==> config.mk <==
export PLATFORM = sky130hd
export DESIGN_NAME = axis_selector_sequencer
export DESIGN_NICKNAME = d
export VERILOG_FILES = /design/src/rtl/axis_selector_sequencer_pkg.sv /design/src/rtl/axis_seq_timer.sv /design/src/rtl/axis_selector_sequencer.sv
export SDC_FILE = /design/constraint.sdc
export NUM_CORES = 1
export LEC_CHECK = 0
export CORE_AREA = 2 2 438 440
export CTS_BUF_LIST = sky130_fd_sc_hd__clkbuf_8
export CTS_CLUSTER_SIZE = 14
export DETAILED_ROUTE_END_ITERATION = 10
export DIE_AREA = 0 0 440 442
export PLACE_DENSITY = 0.41
export SLEW_MARGIN = 20
export SYNTH_ARGS = -nofsm -noshare
export SYNTH_HDL_FRONTEND = slang
export SYNTH_SLANG_ARGS = --single-unit
==> constraint.sdc <==
create_clock -name a_clk -period 11 [get_ports a_clk]
set_input_delay 1.1 -clock a_clk [delete_from_list [all_inputs] [get_ports a_clk]]
set_output_delay 1.1 -clock a_clk [all_outputs]
set_load 0.005 [all_outputs]
==> src/rtl/axis_selector_sequencer_pkg.sv <==
// axis_selector_sequencer_pkg: shared state type and config layouts for the selector sequencer
package axis_selector_sequencer_pkg;
   typedef enum logic [1:0] {IDLE, WRITE, SETTLE, DWELL} seq_state_t;
   localparam int CFG_CTRL_WORD = 0;
   localparam int CFG_SETTLE_WORD = 1;
   localparam int CFG_DWELL_WORD = 2;
   localparam int CFG_TABLE_WORD = 3;
   localparam int CTRL_ENABLE = 0;
   localparam int CTRL_LOOP = 1;
   localparam int CTRL_SW_START = 2;
   localparam int CTRL_USE_EXT = 3;
   localparam int CTRL_CLR_ERROR = 4;
   localparam int CTRL_STEPS_LSB = 5;
   // selector needs one cycle in its config register plus one in its input buffer
   localparam logic [31:0] MIN_SETTLE = 32'd2;
   localparam int SEL_SELECT_WORD = 0;
   localparam int SEL_TEST_WORD = 1;
endpackage

==> src/rtl/axis_seq_timer.sv <==
// axis_seq_timer: loadable down-counter, tc high on the last counted cycle
//   a_clk, a_reset   clock, async active-high reset
//   load, load_value counter reload; the next cycle is the first counted one
//   tc               high when one cycle remains
module axis_seq_timer (
   input  logic        a_clk,
   input  logic        a_reset,
   input  logic        load,
   input  logic [31:0] load_value,
   output logic        tc
);
   logic [31:0] cnt;
   always_ff @(posedge a_clk or posedge a_reset)
      if (a_reset) cnt <= '0;
      else if (load) cnt <= load_value;
      else if (cnt != '0) cnt <= cnt - 32'd1;
   assign tc = cnt == 32'd1;
endmodule

==> src/rtl/axis_selector_sequencer.sv <==
// axis_selector_sequencer: steps the 16->6 AXIS selector through a programmed select table
//   a_clk, a_reset                  clock, async active-high reset
//   config_addr, config_data        host config bus (own words latched at configuration_address)
//   ext_trigger                     external start, rising edge
//   mux_ch                          selector readback of the active select word
//   sel_config_addr, sel_config_data config bus towards the selector
//   step_index, step_strobe         current step, pulse on each window open
//   window_active, busy, done, error measurement window, run status, end pulse, sticky mismatch
module axis_selector_sequencer
   import axis_selector_sequencer_pkg::*;
#(
   parameter logic [31:0] configuration_address = 32'd2001,
   parameter logic [31:0] SELECTOR_ADDRESS = 32'd2000,
   parameter logic [31:0] IDLE_ADDRESS = 32'd0,
   parameter int MAX_STEPS = 8
) (
   input  logic                         a_clk,
   input  logic                         a_reset,
   input  logic [31:0]                  config_addr,
   input  logic [511:0]                 config_data,
   input  logic                         ext_trigger,
   input  logic [31:0]                  mux_ch,
   output logic [31:0]                  sel_config_addr,
   output logic [511:0]                 sel_config_data,
   output logic [$clog2(MAX_STEPS)-1:0] step_index,
   output logic                         step_strobe,
   output logic                         window_active,
   output logic                         busy,
   output logic                         done,
   output logic                         error
);
   localparam int IW = $clog2(MAX_STEPS);
   seq_state_t state, next_state;
   logic [7:0] ctrl;
   logic [15:0] settle_cfg;
   logic [31:0] dwell_cfg, settle_eff, dwell_eff, timer_value;
   logic [23:0] tbl [MAX_STEPS];
   logic [23:0] sel_word;
   logic [IW-1:0] index, next_index, last_index;
   logic enable, start, sw_prev, ext_prev, timer_load, timer_tc, done_set, strobe_set, err_set;
   logic unused_inputs;
   assign unused_inputs = ^{config_data, mux_ch[31:24]};
   always_ff @(posedge a_clk or posedge a_reset)
      if (a_reset) begin
         ctrl <= '0;
         settle_cfg <= '0;
         dwell_cfg <= '0;
         for (int i = 0; i < MAX_STEPS; i++) tbl[i] <= '0;
      end else if (config_addr == configuration_address) begin
         ctrl <= config_data[32*CFG_CTRL_WORD +: 8];
         settle_cfg <= config_data[32*CFG_SETTLE_WORD +: 16];
         dwell_cfg <= config_data[32*CFG_DWELL_WORD +: 32];
         for (int i = 0; i < MAX_STEPS; i++) tbl[i] <= config_data[32*(CFG_TABLE_WORD+i) +: 24];
      end
   assign enable = ctrl[CTRL_ENABLE];
   assign last_index = ctrl[CTRL_STEPS_LSB +: IW];
   assign settle_eff = {16'h0, settle_cfg} < MIN_SETTLE ? MIN_SETTLE : {16'h0, settle_cfg};
   assign dwell_eff = dwell_cfg == '0 ? 32'd1 : dwell_cfg;
   assign start = (ctrl[CTRL_SW_START] && !sw_prev) || (ctrl[CTRL_USE_EXT] && ext_trigger && !ext_prev);
   axis_seq_timer u_timer (
      .a_clk      (a_clk),
      .a_reset    (a_reset),
      .load       (timer_load),
      .load_value (timer_value),
      .tc         (timer_tc)
   );
   always_comb begin
      next_state = state;
      next_index = index;
      timer_load = 1'b0;
      timer_value = settle_eff;
      done_set = 1'b0;
      strobe_set = 1'b0;
      err_set = 1'b0;
      unique case (state)
         IDLE: if (start) begin
            next_state = WRITE;
            next_index = '0;
         end
         WRITE: begin
            next_state = SETTLE;
            timer_load = 1'b1;
         end
         // readback is checked against the word actually programmed, not a table entry rewritten since
         SETTLE: if (timer_tc) begin
            if (mux_ch[23:0] == sel_word) begin
               next_state = DWELL;
               timer_load = 1'b1;
               timer_value = dwell_eff;
               strobe_set = 1'b1;
            end else begin
               next_state = IDLE;
               err_set = 1'b1;
            end
         end
         DWELL: if (timer_tc) begin
            if (index != last_index) begin
               next_state = WRITE;
               next_index = index + 1'b1;
            end else if (ctrl[CTRL_LOOP]) begin
               next_state = WRITE;
               next_index = '0;
            end else begin
               next_state = IDLE;
               done_set = 1'b1;
            end
         end
         default: next_state = IDLE;
      endcase
      // dropping enable aborts from any state and outranks a simultaneous start
      if (!enable) begin
         next_state = IDLE;
         next_index = index;
         done_set = 1'b0;
         strobe_set = 1'b0;
         err_set = 1'b0;
      end
   end
   always_ff @(posedge a_clk or posedge a_reset)
      if (a_reset) begin
         state <= IDLE;
         index <= '0;
         sel_word <= '0;
         sw_prev <= 1'b0;
         ext_prev <= 1'b0;
         done <= 1'b0;
         step_strobe <= 1'b0;
         error <= 1'b0;
      end else begin
         state <= next_state;
         index <= next_index;
         if (next_state == WRITE) sel_word <= tbl[next_index];
         sw_prev <= ctrl[CTRL_SW_START];
         ext_prev <= ext_trigger;
         done <= done_set;
         step_strobe <= strobe_set;
         error <= !ctrl[CTRL_CLR_ERROR] && (error || err_set);
      end
   always_comb begin
      sel_config_data = '0;
      sel_config_data[32*SEL_SELECT_WORD +: 32] = {8'h00, sel_word};
      sel_config_data[32*SEL_TEST_WORD +: 32] = '0;
   end
   assign sel_config_addr = state == WRITE ? SELECTOR_ADDRESS : IDLE_ADDRESS;
   assign window_active = state == DWELL && enable;
   assign busy = state != IDLE;
   assign step_index = index;
endmodule

# Word-level counts from Yosys, hierarchy flattened
# Index checks and enable logic that the tools add are counted.
[classes]
eq_ne = 8
bitwise_logic = 1
n_mux = 39
n_lt_le_gt_ge = 2
reduce_logical = 15
add_sub_neg = 2
[op_table]
columns = ["op", "count"]
rows = [
  ["$mux W32", 6],
  ["$bmux W24 S3", 1],
  ["$mux W24", 2],
  ["$eq A32 B1 Y1 const B", 1],
  ["$eq A32 B11 Y1 const B", 1],
  ["$logic_not A32 Y1", 1],
  ["$reduce_bool A32 Y1", 1],
  ["$sub A32 B1 Y32 const B", 1],
  ["$eq A24 B24 Y1", 1],
  ["$lt A16 B2 Y1 const B", 1],
  ["$mux W16", 1],
  ["$mux W1", 15],
  ["$mux W3", 5],
  ["$mux W11", 1],
  ["$mux W2", 5],
  ["$pmux W2 S4", 1],
  ["$pmux W3 S2", 1],
  ["$logic_and A1 B1 Y1", 5],
  ["$eq A2 B1 Y1 const B", 2],
  ["$eq A2 B2 Y1 const B", 2],
  ["$ge A4 B4 Y1 const B", 1],
  ["$not A3 Y4", 1],
  ["$reduce_bool A2 Y1", 2],
  ["$add A3 B1 Y3 const B", 1],
  ["5 further kinds", 8],
]
[totals]
reg_bits = 314
elab_cells = 87
output_inout_bits = 552
in_bits = 579

# Depth between registers and ports, before layout
[depth]
ltp_word = 10
ltp_mapped = 12
ltp_nobuf = 11

# By module
# From an unflattened synthesis, not the netlist that was laid out.
[unflattened]
cells_unflattened = 1674
hier_area_um2 = 19028.2
[by_module_without_submodules]
columns = ["module", "n_inst", "area_each_um2", "seq_area_each_um2", "cells_per_inst"]
rows = [
  ["axis_selector_sequencer", 1, 16972.5, 7056.8, 1449],
  ["axis_seq_timer", 1, 2055.7, 800.8, 225],
]

# Least setup slack after synthesis
# Ideal clock, no wire load.
[synth_timing]
path_kind = "register to register"
startpoint = "register u_timer.cnt[1]"
endpoint = "register sel_word[10]"
arrival_time_ns = 3.272
setup_slack_ns = 7.602
t_required_ns = 10.874
stages_incl_launch_ff = 12
setup_ns = 0.126
path_buffers = 2
synth_period_minus_slack_ns = 3.398
cell_sequence = "dfrtp_1 inv_1 ha_1 or4b_1 or4_1 o41ai_4 a31o_1 buf_4 buf_2 mux2i_1 mux2i_1 a221o_1"
[synth_via]
elab_chain_cells = 8
elab_cells_between_ends = 13
classes_between = "2 x eq/ne; 10 x mux; 1 x bitwise"
[synth_lines]
columns = ["item", "line", "source"]
rows = [
  ["from (decl)", "axis_seq_timer.sv:12", "logic [31:0] cnt;"],
  ["from (signal assigned)", "axis_seq_timer.sv:15", "else if (load) cnt <= load_value;"],
  ["from (signal assigned)", "axis_seq_timer.sv:16", "else if (cnt != '0) cnt <= cnt - 32'd1;"],
  ["$eq A32 B1 Y1 (*)", "axis_seq_timer.sv:17", "assign tc = cnt == 32'd1;"],
  ["$mux W3", "axis_selector_sequencer.sv:96", "DWELL: if (timer_tc) begin"],
  ["$pmux W3 S2", "axis_selector_sequencer.sv:75", "unique case (state)"],
  ["$mux W3", "axis_selector_sequencer.sv:111", "if (!enable) begin"],
  ["$not A3 Y4 (implied by the code)", "axis_selector_sequencer.sv:132", "if (next_state == WRITE) sel_word <= tbl[next_index];"],
  ["$bmux W24 S3", "axis_selector_sequencer.sv:132", ""],
  ["$mux W24 (implied by the code) (2 in a row)", "axis_selector_sequencer.sv:132", ""],
  ["to (signal assigned)", "axis_selector_sequencer.sv:132", ""],
  ["to (decl)", "axis_selector_sequencer.sv:38", "logic [23:0] sel_word;"],
]
# Mark *: on every way between the ends. The rest lies on a longest branch, timed or not. The select of a mux whose other input is x is not followed.
# A chain may end at the register's enable or synchronous reset.

# Final worst setup path
[layout_timing]
startpoint = "input port mux_ch[3]"
endpoint = "register sel_word[22]"
[layout_via]
elab_chain_cells = 6
[layout_lines]
columns = ["item", "line", "source"]
rows = [
  ["from (decl)", "axis_selector_sequencer.sv:22", "input logic [31:0] mux_ch,"],
  ["$eq A24 B24 Y1", "axis_selector_sequencer.sv:86", "if (mux_ch[23:0] == sel_word) begin"],
  ["$mux W2", "axis_selector_sequencer.sv:86", ""],
  ["$mux W2", "axis_selector_sequencer.sv:85", "SETTLE: if (timer_tc) begin"],
  ["$pmux W2 S4", "axis_selector_sequencer.sv:75", ""],
  ["$mux W2", "axis_selector_sequencer.sv:111", ""],
  ["$eq A2 B1 Y1", "axis_selector_sequencer.sv:132", ""],
]
# Every way passes these cells.

==> flow_metrics.tcl <==
set metrics [dict create \
    outcome "finished, final reports clean" \
    fmax_mhz 182 \
    multi_input_area_um2 9290 \
    synthMuxAreaShare 0.187 \
    worstHoldStart "ctrl[2]" \
    port_buffers 344 \
    worst_pin_slew_ns 1.12 \
    finalInstanceArea_um2 25600 \
    synth_area_um2 19400 \
    synth_commonest_cells "buf_4, dfrtp_1, mux2_2" \
    cts_buffers 61 \
    synth_top_family_by_area "buffers and inverters" \
    grt_usage 0.0782 \
    cts.path.max_buffers 3 \
    tns_ns 0 \
    grt_pass1_wl_um 106000 \
    p_per_area_nw_per_um2 133 \
    timing.rr.start "u_timer.cnt[12]" \
    finalSetupViolations 0 \
    area_delta_synth_final_pct 31.8 \
    finalMaxSlewViolations 0 \
    cp.arrival_ns 6.14 \
    initial_core_util 0.102 \
    synth_xor_area_frac 0.0217 \
    vias 13600 \
    dieWidth_um 440 \
    cp-start-kind "input pin" \
    worstSetupEndpointType "flip-flop" \
    fin_crit_ns 5.51 \
    first_iter_violations 537 \
    worstRegToRegCells 10 \
    dpl-instance-area_um2 24100 \
    yosys.area.top_type "dfrtp_1" \
    cp.buffers_inverters 5 \
    path_class "input pin to flip-flop" \
    clk_pin_slew_ns 0.07 \
    avgSynthCellArea_um2 10.6 \
    r2r_setup_slack_ns 5.54 \
    crit_path_max_incr_delay_ns 0.60 \
    grt_setup_unrepaired "false" \
    drc 0 \
    drive_gt1_frac 0.182 \
    worstPathMaxFanout 37 \
    wire_per_inst_um 16.7 \
    grt_max_degree 170 \
    crit_required_ns 11.64 \
    dieArea_um2 194000 \
    cts_resized 0 \
    period_share 0.500 \
    fin_nets 2767 \
    yosysSeqAreaShare 0.405 \
    crit_family "buffers and inverters" \
    cts_hold_buf 0 \
    grt_pass1_vias 13300 \
    seq_area_um2 7860 \
    drt_wl_total_um 79300 \
    synth.lib_cells_used.distinct 61 \
    hold_viol 0 \
    postCtsSetupRepairBufs 0 \
    worstHoldPathType "flip-flop to flip-flop" \
    ys_seq_elements 314 \
    dieHeight_um 442 \
    min_to "sw_prev" \
    cap_violations 0 \
    synth.top_cell.area_share 0.405 \
    vdd_drop_max_mv 0.0889 \
    synthFlopType "dfrtp_1" \
    synth-edff-count 0 \
    drt_first_pass_iters 5 \
    yosys_warnings 0 \
    overflow 0 \
    yosysMostFrequentCell "buf_4" \
    boundaryPins 1131 \
    coreArea_um2 190000 \
    antenna_found_initial 45 \
    synth-simple-area-share 0.0758 \
    cpMostUsedCell "buf_4" \
    maxSlewHeadroom 0.255 \
    gp_congestion 0.747 \
    holdPathStages 0 \
    synth_compound_area_frac 0.0825 \
    synthTopCellsByArea "dfrtp_1, buf_4, mux2_2" \
    worstReg2RegEnd "sel_word[18]" \
    critical-path-slowest-cell "xnor2_1" \
    insertion_delay_ns 0.77 \
    cts_tree "built" \
    via_per_inst 2.87 \
    p_total_mw 3.41 \
    ys_async_sr_fraction 1.00 \
    h-tree-depth 2 \
    std_cell_rows 160 \
    root_buffer "clkbuf_8" \
    hold_slack_ns 0.409 \
    fillCellCount 21400 \
    synthAdderAreaFrac 0.00451 \
    dp_hpwl_um 60000 \
    timing.clock.skew_ns 0.0792 \
    leakage_nw 11.8 \
    antenna_left 0 \
    cp_cell_sequence "clkdlybuf4s50_1 -> xnor2_1 -> nand4_1 -> nor4_1 -> buf_4 -> nand3_1 -> a41o_1 -> o211ai_1 -> buf_4 -> buf_4 -> a2111oi_0 -> buf_4 -> a221o_1" \
    syn_inst 1830 \
    clkSinkCount 314 \
]
## sequential cells by signal, indices dropped and copies added (netlist names)
signal and cells:
ctrl 8, done 1, dwell_cfg 32, error 1
ext_prev 1, sel_word 24, settle_cfg 16, state 2
step_index 3, step_strobe 1, sw_prev 1, tbl 192
u_timer.cnt 32
## power by group
group          internal (mW)  leakage, nW  total, mW  switching, mW
Clock                  0.796        0.784       1.40          0.601
Sequential              1.21         4.33       1.30         0.0904
Combinational          0.266         6.68      0.711          0.445
Total                   2.27         11.8       3.41           1.14
## stage by stage
stage | utilization | setup WS [ns] | std cells
global route | 0.135 | 5.09 | 4743
global placement | 0.127 | 4.21 | 4628
floorplan | - | 1.21 | 2343
finish | 0.135 | 5.49 | 4744
detailed placement | 0.127 | 4.19 | 4628
CTS | 0.135 | 5.03 | 4738
## metal layers
metal  part of all wire  track usage  vias to the layer above
met3              0.064       0.0218                      172
met1               0.32       0.0721                     6673
met2               0.57        0.156                      623
met5             0.0024            0                        -
li1                   -            -                     6139
met4              0.044       0.0348                       30
## cell type report
class	count	share of cell area
multi-input combinational	1407	0.363
sequential	314	0.307
timing repair buffer	382	0.148
tap	2511	0.123
clock buffer	80	0.0431
clock inverter	30	0.0126
inverter	15	0.00250
antenna	5	0.000489
## cells in the final DEF, fill, tap and decap left out, types with 7 or more instances in the layout
| master | netlist | layout |
|---|---|---|
| mux2_2 | 249 | 249 |
| nand2_1 | 124 | 124 |
| xor2_1 | 16 | 16 |
| a211oi_1 | 24 | 24 |
| ha_1 | 7 | 7 |
| conb_1 | 1 | 514 |
| nor3_1 | 16 | 16 |
| o21ai_0 | 23 | 23 |
| clkbuf_8 | 0 | 80 |
| a221o_1 | 23 | 23 |
| inv_1 | 15 | 29 |
| xnor2_1 | 32 | 32 |
| a21oi_1 | 12 | 12 |
| buf_4 | 524 | 34 |
| mux2i_1 | 83 | 83 |
| nor4_1 | 24 | 24 |
| a2111oi_0 | 22 | 7 |
| clkdlybuf4s50_1 | 0 | 344 |
| nand4_1 | 13 | 13 |
| dfrtp_1 | 314 | 313 |
| a2111oi_1 | 0 | 7 |
| a22o_1 | 22 | 22 |
| a2111oi_2 | 0 | 8 |
| nor2_1 | 39 | 36 |
| a222oi_1 | 22 | 22 |
| a22oi_1 | 13 | 13 |
| nand3_1 | 58 | 58 |
## worst max path at each step
| stage | from | end | slack, ns | cells past startpoint |
|---|---|---|---|---|
| after floorplan | a_reset | ctrl[0] | 1.21 | 1 |
| after global placement | mux_ch[3] | sel_word[22] | 4.21 | 13 |
| after detailed placement | mux_ch[3] | sel_word[22] | 4.19 | 13 |
| after CTS | mux_ch[3] | sel_word[7] | 5.03 | 13 |
| after global routing | mux_ch[3] | sel_word[22] | 5.09 | 13 |
| final | mux_ch[3] | sel_word[22] | 5.49 | 13 |
## cell families after synthesis
logic type	Yosys count
compound gates	196
fa+ha+maj	7
mux	332
buf+inv	622
xor+xnor	48
flops	314
simple gates	310
other cells	1
Note: power is estimated with default switching activity, not from simulation.
==> edit (same settings) <==
Register the outputs `sel_config_addr`, `window_active` and `busy`, with the module's reset; this adds one clock of latency there. The other outputs are not delayed to match.
--- a/src/rtl/axis_selector_sequencer.sv
+++ b/src/rtl/axis_selector_sequencer.sv
@@ -143,5 +143,13 @@
    end
-   assign sel_config_addr = state == WRITE ? SELECTOR_ADDRESS : IDLE_ADDRESS;
-   assign window_active = state == DWELL && enable;
-   assign busy = state != IDLE;
+   always_ff @(posedge a_clk or posedge a_reset) begin
+      if (a_reset) begin
+         sel_config_addr <= '0;
+         window_active   <= '0;
+         busy            <= '0;
+      end else begin
+         sel_config_addr <= state == WRITE ? SELECTOR_ADDRESS : IDLE_ADDRESS;
+         window_active   <= state == DWELL && enable;
+         busy            <= state != IDLE;
+      end
+   end
    assign step_index = index;
Function: changed (Yosys sat finds a counterexample within 4 cycles, from zero or initial values and one cycle with a_reset high).
==> edit against the original RTL <==
  * Synthesized area is 2.6% lower
  * Power is 2.7% lower
  * Final cell count is 3.3% lower
  * Non-clock buffer count is 16 lower
  * Die area stayed put
  * Final area is 2.7% lower
  * Count of clock-buffer cells in the layout is 2 higher
  * Sequential cell count is 3 higher
  * Wire length is 12% lower
  * Worst setup slack better by 0.84 ns
  * Global-route usage is 0.87 points lower
  * Critical endpoint is now sel_word[5]
==> edit: results (changes against the original RTL) <==
\begin{tabular}{lr}
\hline
Metric & Value \\
\hline
\multicolumn{2}{l}{\textbf{Finish}} \\
Fraction of layout instances using a drive strength above 1 & 0.206 (was 0.182) \\
Layout Nets & 2600 (was 2767) \\
Filler cells & 21306 (was 21403) \\
Leading registers by flop count & tbl (192), dwell\_cfg (32), u\_timer.cnt (32) (unchanged) \\
\multicolumn{2}{l}{\textbf{Yosys}} \\
Number of enable-type register cells in the synthesized netlist & 0 (unchanged) \\
Most area-consuming cells after synthesis & dfrtp\_1 (42\%), buf\_4 (21\%), mux2\_2 (16\%), mux2i\_1 (5.5\%), xnor2\_1 (1.4\%) (was dfrtp\_1 (41\%), buf\_4 (20\%), mux2\_2 (14\%), mux2i\_1 (4.3\%), nand2\_1 (2.4\%)) \\
Most instantiated cells after synthesis & buf\_4 (521), dfrtp\_1 (317), mux2\_2 (263) (was buf\_4 (524), dfrtp\_1 (314), mux2\_2 (249)) \\
Sequential element share of the synthesized area & 0.420 (was 0.405) \\
Synth unique cells & 65 (was 61) \\
\multicolumn{2}{l}{\textbf{CTS}} \\
CTS Buf Count & 66 (was 61) \\
Total number of H-tree levels & 3 (was 2) \\
Clock insertion delay at the later pin of the skew report & 0.73 ns (was 0.77 ns) \\
Library cell used as clock root buffer & clkbuf\_8 (unchanged) \\
\multicolumn{2}{l}{\textbf{Pwr}} \\
Largest voltage drop on the vdd net & 78.0 µV (was 88.9 µV) \\
Leak & 10.8 nW (was 11.8 nW) \\
\multicolumn{2}{l}{\textbf{Global routing}} \\
Met2 capacity usage during global routing & 0.137 (was 0.156) \\
Global routing usage on met3 & 0.0224 (was 0.0218) \\
Number of global-route vias before repair & 12205 (was 13257) \\
GR Util met1 & 0.0601 (was 0.0721) \\
Wire length of the first global-routing pass & 94200 µm (was 106000 µm) \\
Gr usage total & 0.0694 (was 0.0782) \\
Pin count of the biggest net entering global routing & 130 (was 170) \\
\multicolumn{2}{l}{\textbf{STA}} \\
Max-Slew Margin vs Limit & 0.329 (was 0.255) \\
Clock Skew & 0.0518 ns (was 0.0792 ns) \\
\multicolumn{2}{l}{\textbf{Route}} \\
Detailed-routed wire length on met2 & 40300 µm (was 45100 µm) \\
DRT Pass-1 Iters & 5 (unchanged) \\
Routed length on met1 & 21500 µm (was 25500 µm) \\
Via density per instance & 2.67 (was 2.87) \\
DRC violation total after the first TritonRoute iteration & 316 (was 537) \\
Final wirelength & 69400 µm (was 79300 µm) \\
Met3 WL & 4850 µm (was 5050 µm) \\
\multicolumn{2}{l}{\textbf{Placement}} \\
Hpwl dp & 53900 µm (was 60000 µm) \\
Final estimated routing congestion in global placement & 0.721 (was 0.747) \\
\multicolumn{2}{l}{\textbf{Status}} \\
Status & completed (unchanged) \\
\multicolumn{2}{l}{\textbf{Critical path}} \\
Largest fanout on the critical path & 65 (was 37) \\
\multicolumn{2}{l}{\textbf{Worst hold path}} \\
Hold WC Path Type & reg -> reg (unchanged) \\
\hline
\end{tabular}
-- edit: cell types whose count changed after synthesis, moves of 21 or more --
cell	change
clkbuf_1	-30
nand3_1	-26
mux2i_1	+21
a222oi_1	-22
a221o_1	-23
a2111oi_0	-22
nand2_1	-97
a211oi_1	-22
-- edit: final cells by class --
cell class | instances | area (µm²) | share of cell area
Sequential cell | 317 | 7930 | 0.319
Clock inverter | 34 | 325 | 0.0131
Timing Repair Buffer | 366 | 3650 | 0.147
Tap cell | 2511 | 3140 | 0.126
Antenna cell | 14 | 35.0 | 0.00141
Inverter | 10 | 45.0 | 0.00181
Clock buffer | 82 | 1130 | 0.0454
Multi-Input combinational cell | 1253 | 8630 | 0.347
-- edit: path summary, 6_finish.rpt --
kind | start | to | slack (ns) | depth (start not counted)
max reg2reg | u_timer.cnt[10] | sel_word[5] | 6.34 | 10
min | ctrl[2] | sw_prev | 0.41 | 0
min in group asynchronous | a_reset | dwell_cfg[23] | 0.91 | 2
max | u_timer.cnt[10] | sel_word[5] | 6.34 | 10
min reg2reg | ctrl[2] | sw_prev | 0.41 | 0
max in group asynchronous | a_reset | sel_word[17] | 7.86 | 4
-- edit: where the power goes --
| group | leakage, nW | total, mW | internal [mW] | switching (mW) |
|---|---|---|---|---|
| Sequential | 4.37 | 1.29 | 1.22 | 0.0652 |
| Combinational | 5.63 | 0.602 | 0.279 | 0.323 |
| Clock | 0.793 | 1.42 | 0.798 | 0.627 |
| Total | 10.8 | 3.32 | 2.30 | 1.01 |
-- edit: worst max-delay path, stage by stage (launching register included) --
cell and delay, ns:
dfrtp_1 0.44, or4_4 0.53, nor3_1 0.73, a41oi_1 0.31
a31oi_4 0.24, buf_12 0.41, buf_4 0.62, mux2i_1 0.15
a22o_1 0.36, a221oi_2 0.39, mux2_2 0.23
-- edit: cells by family after synthesis --
kind of cell | share of synthesized area
buffers and inverters | 0.229
adder cells (fa/ha/maj) | 0.00464
flip-flops | 0.420
XOR/XNOR | 0.0209
AO/OA/AOI/OAI | 0.0542
other | 0.000198
AND/OR/NAND/NOR | 0.0551
multiplexers | 0.217
-- edit: stage by stage --
stage / hold slack, ns / cells / util / setup WS (ns) / instance area (µm²)
6_report: 0.407 / 4587 / 0.131 / 6.34 / 24900
5_1_grt: 0.422 / 4581 / 0.131 / 5.93 / 24900
4_1_cts: 0.415 / 4573 / 0.131 / 6.02 / 24800
3_5_place_dp: 0.403 / 4457 / 0.123 / 5.77 / 23400
3_3_place_gp: 0.390 / 4457 / 0.123 / 5.74 / 23400
2_1_floorplan: 0.371 / 2162 / - / 1.13 / 20800
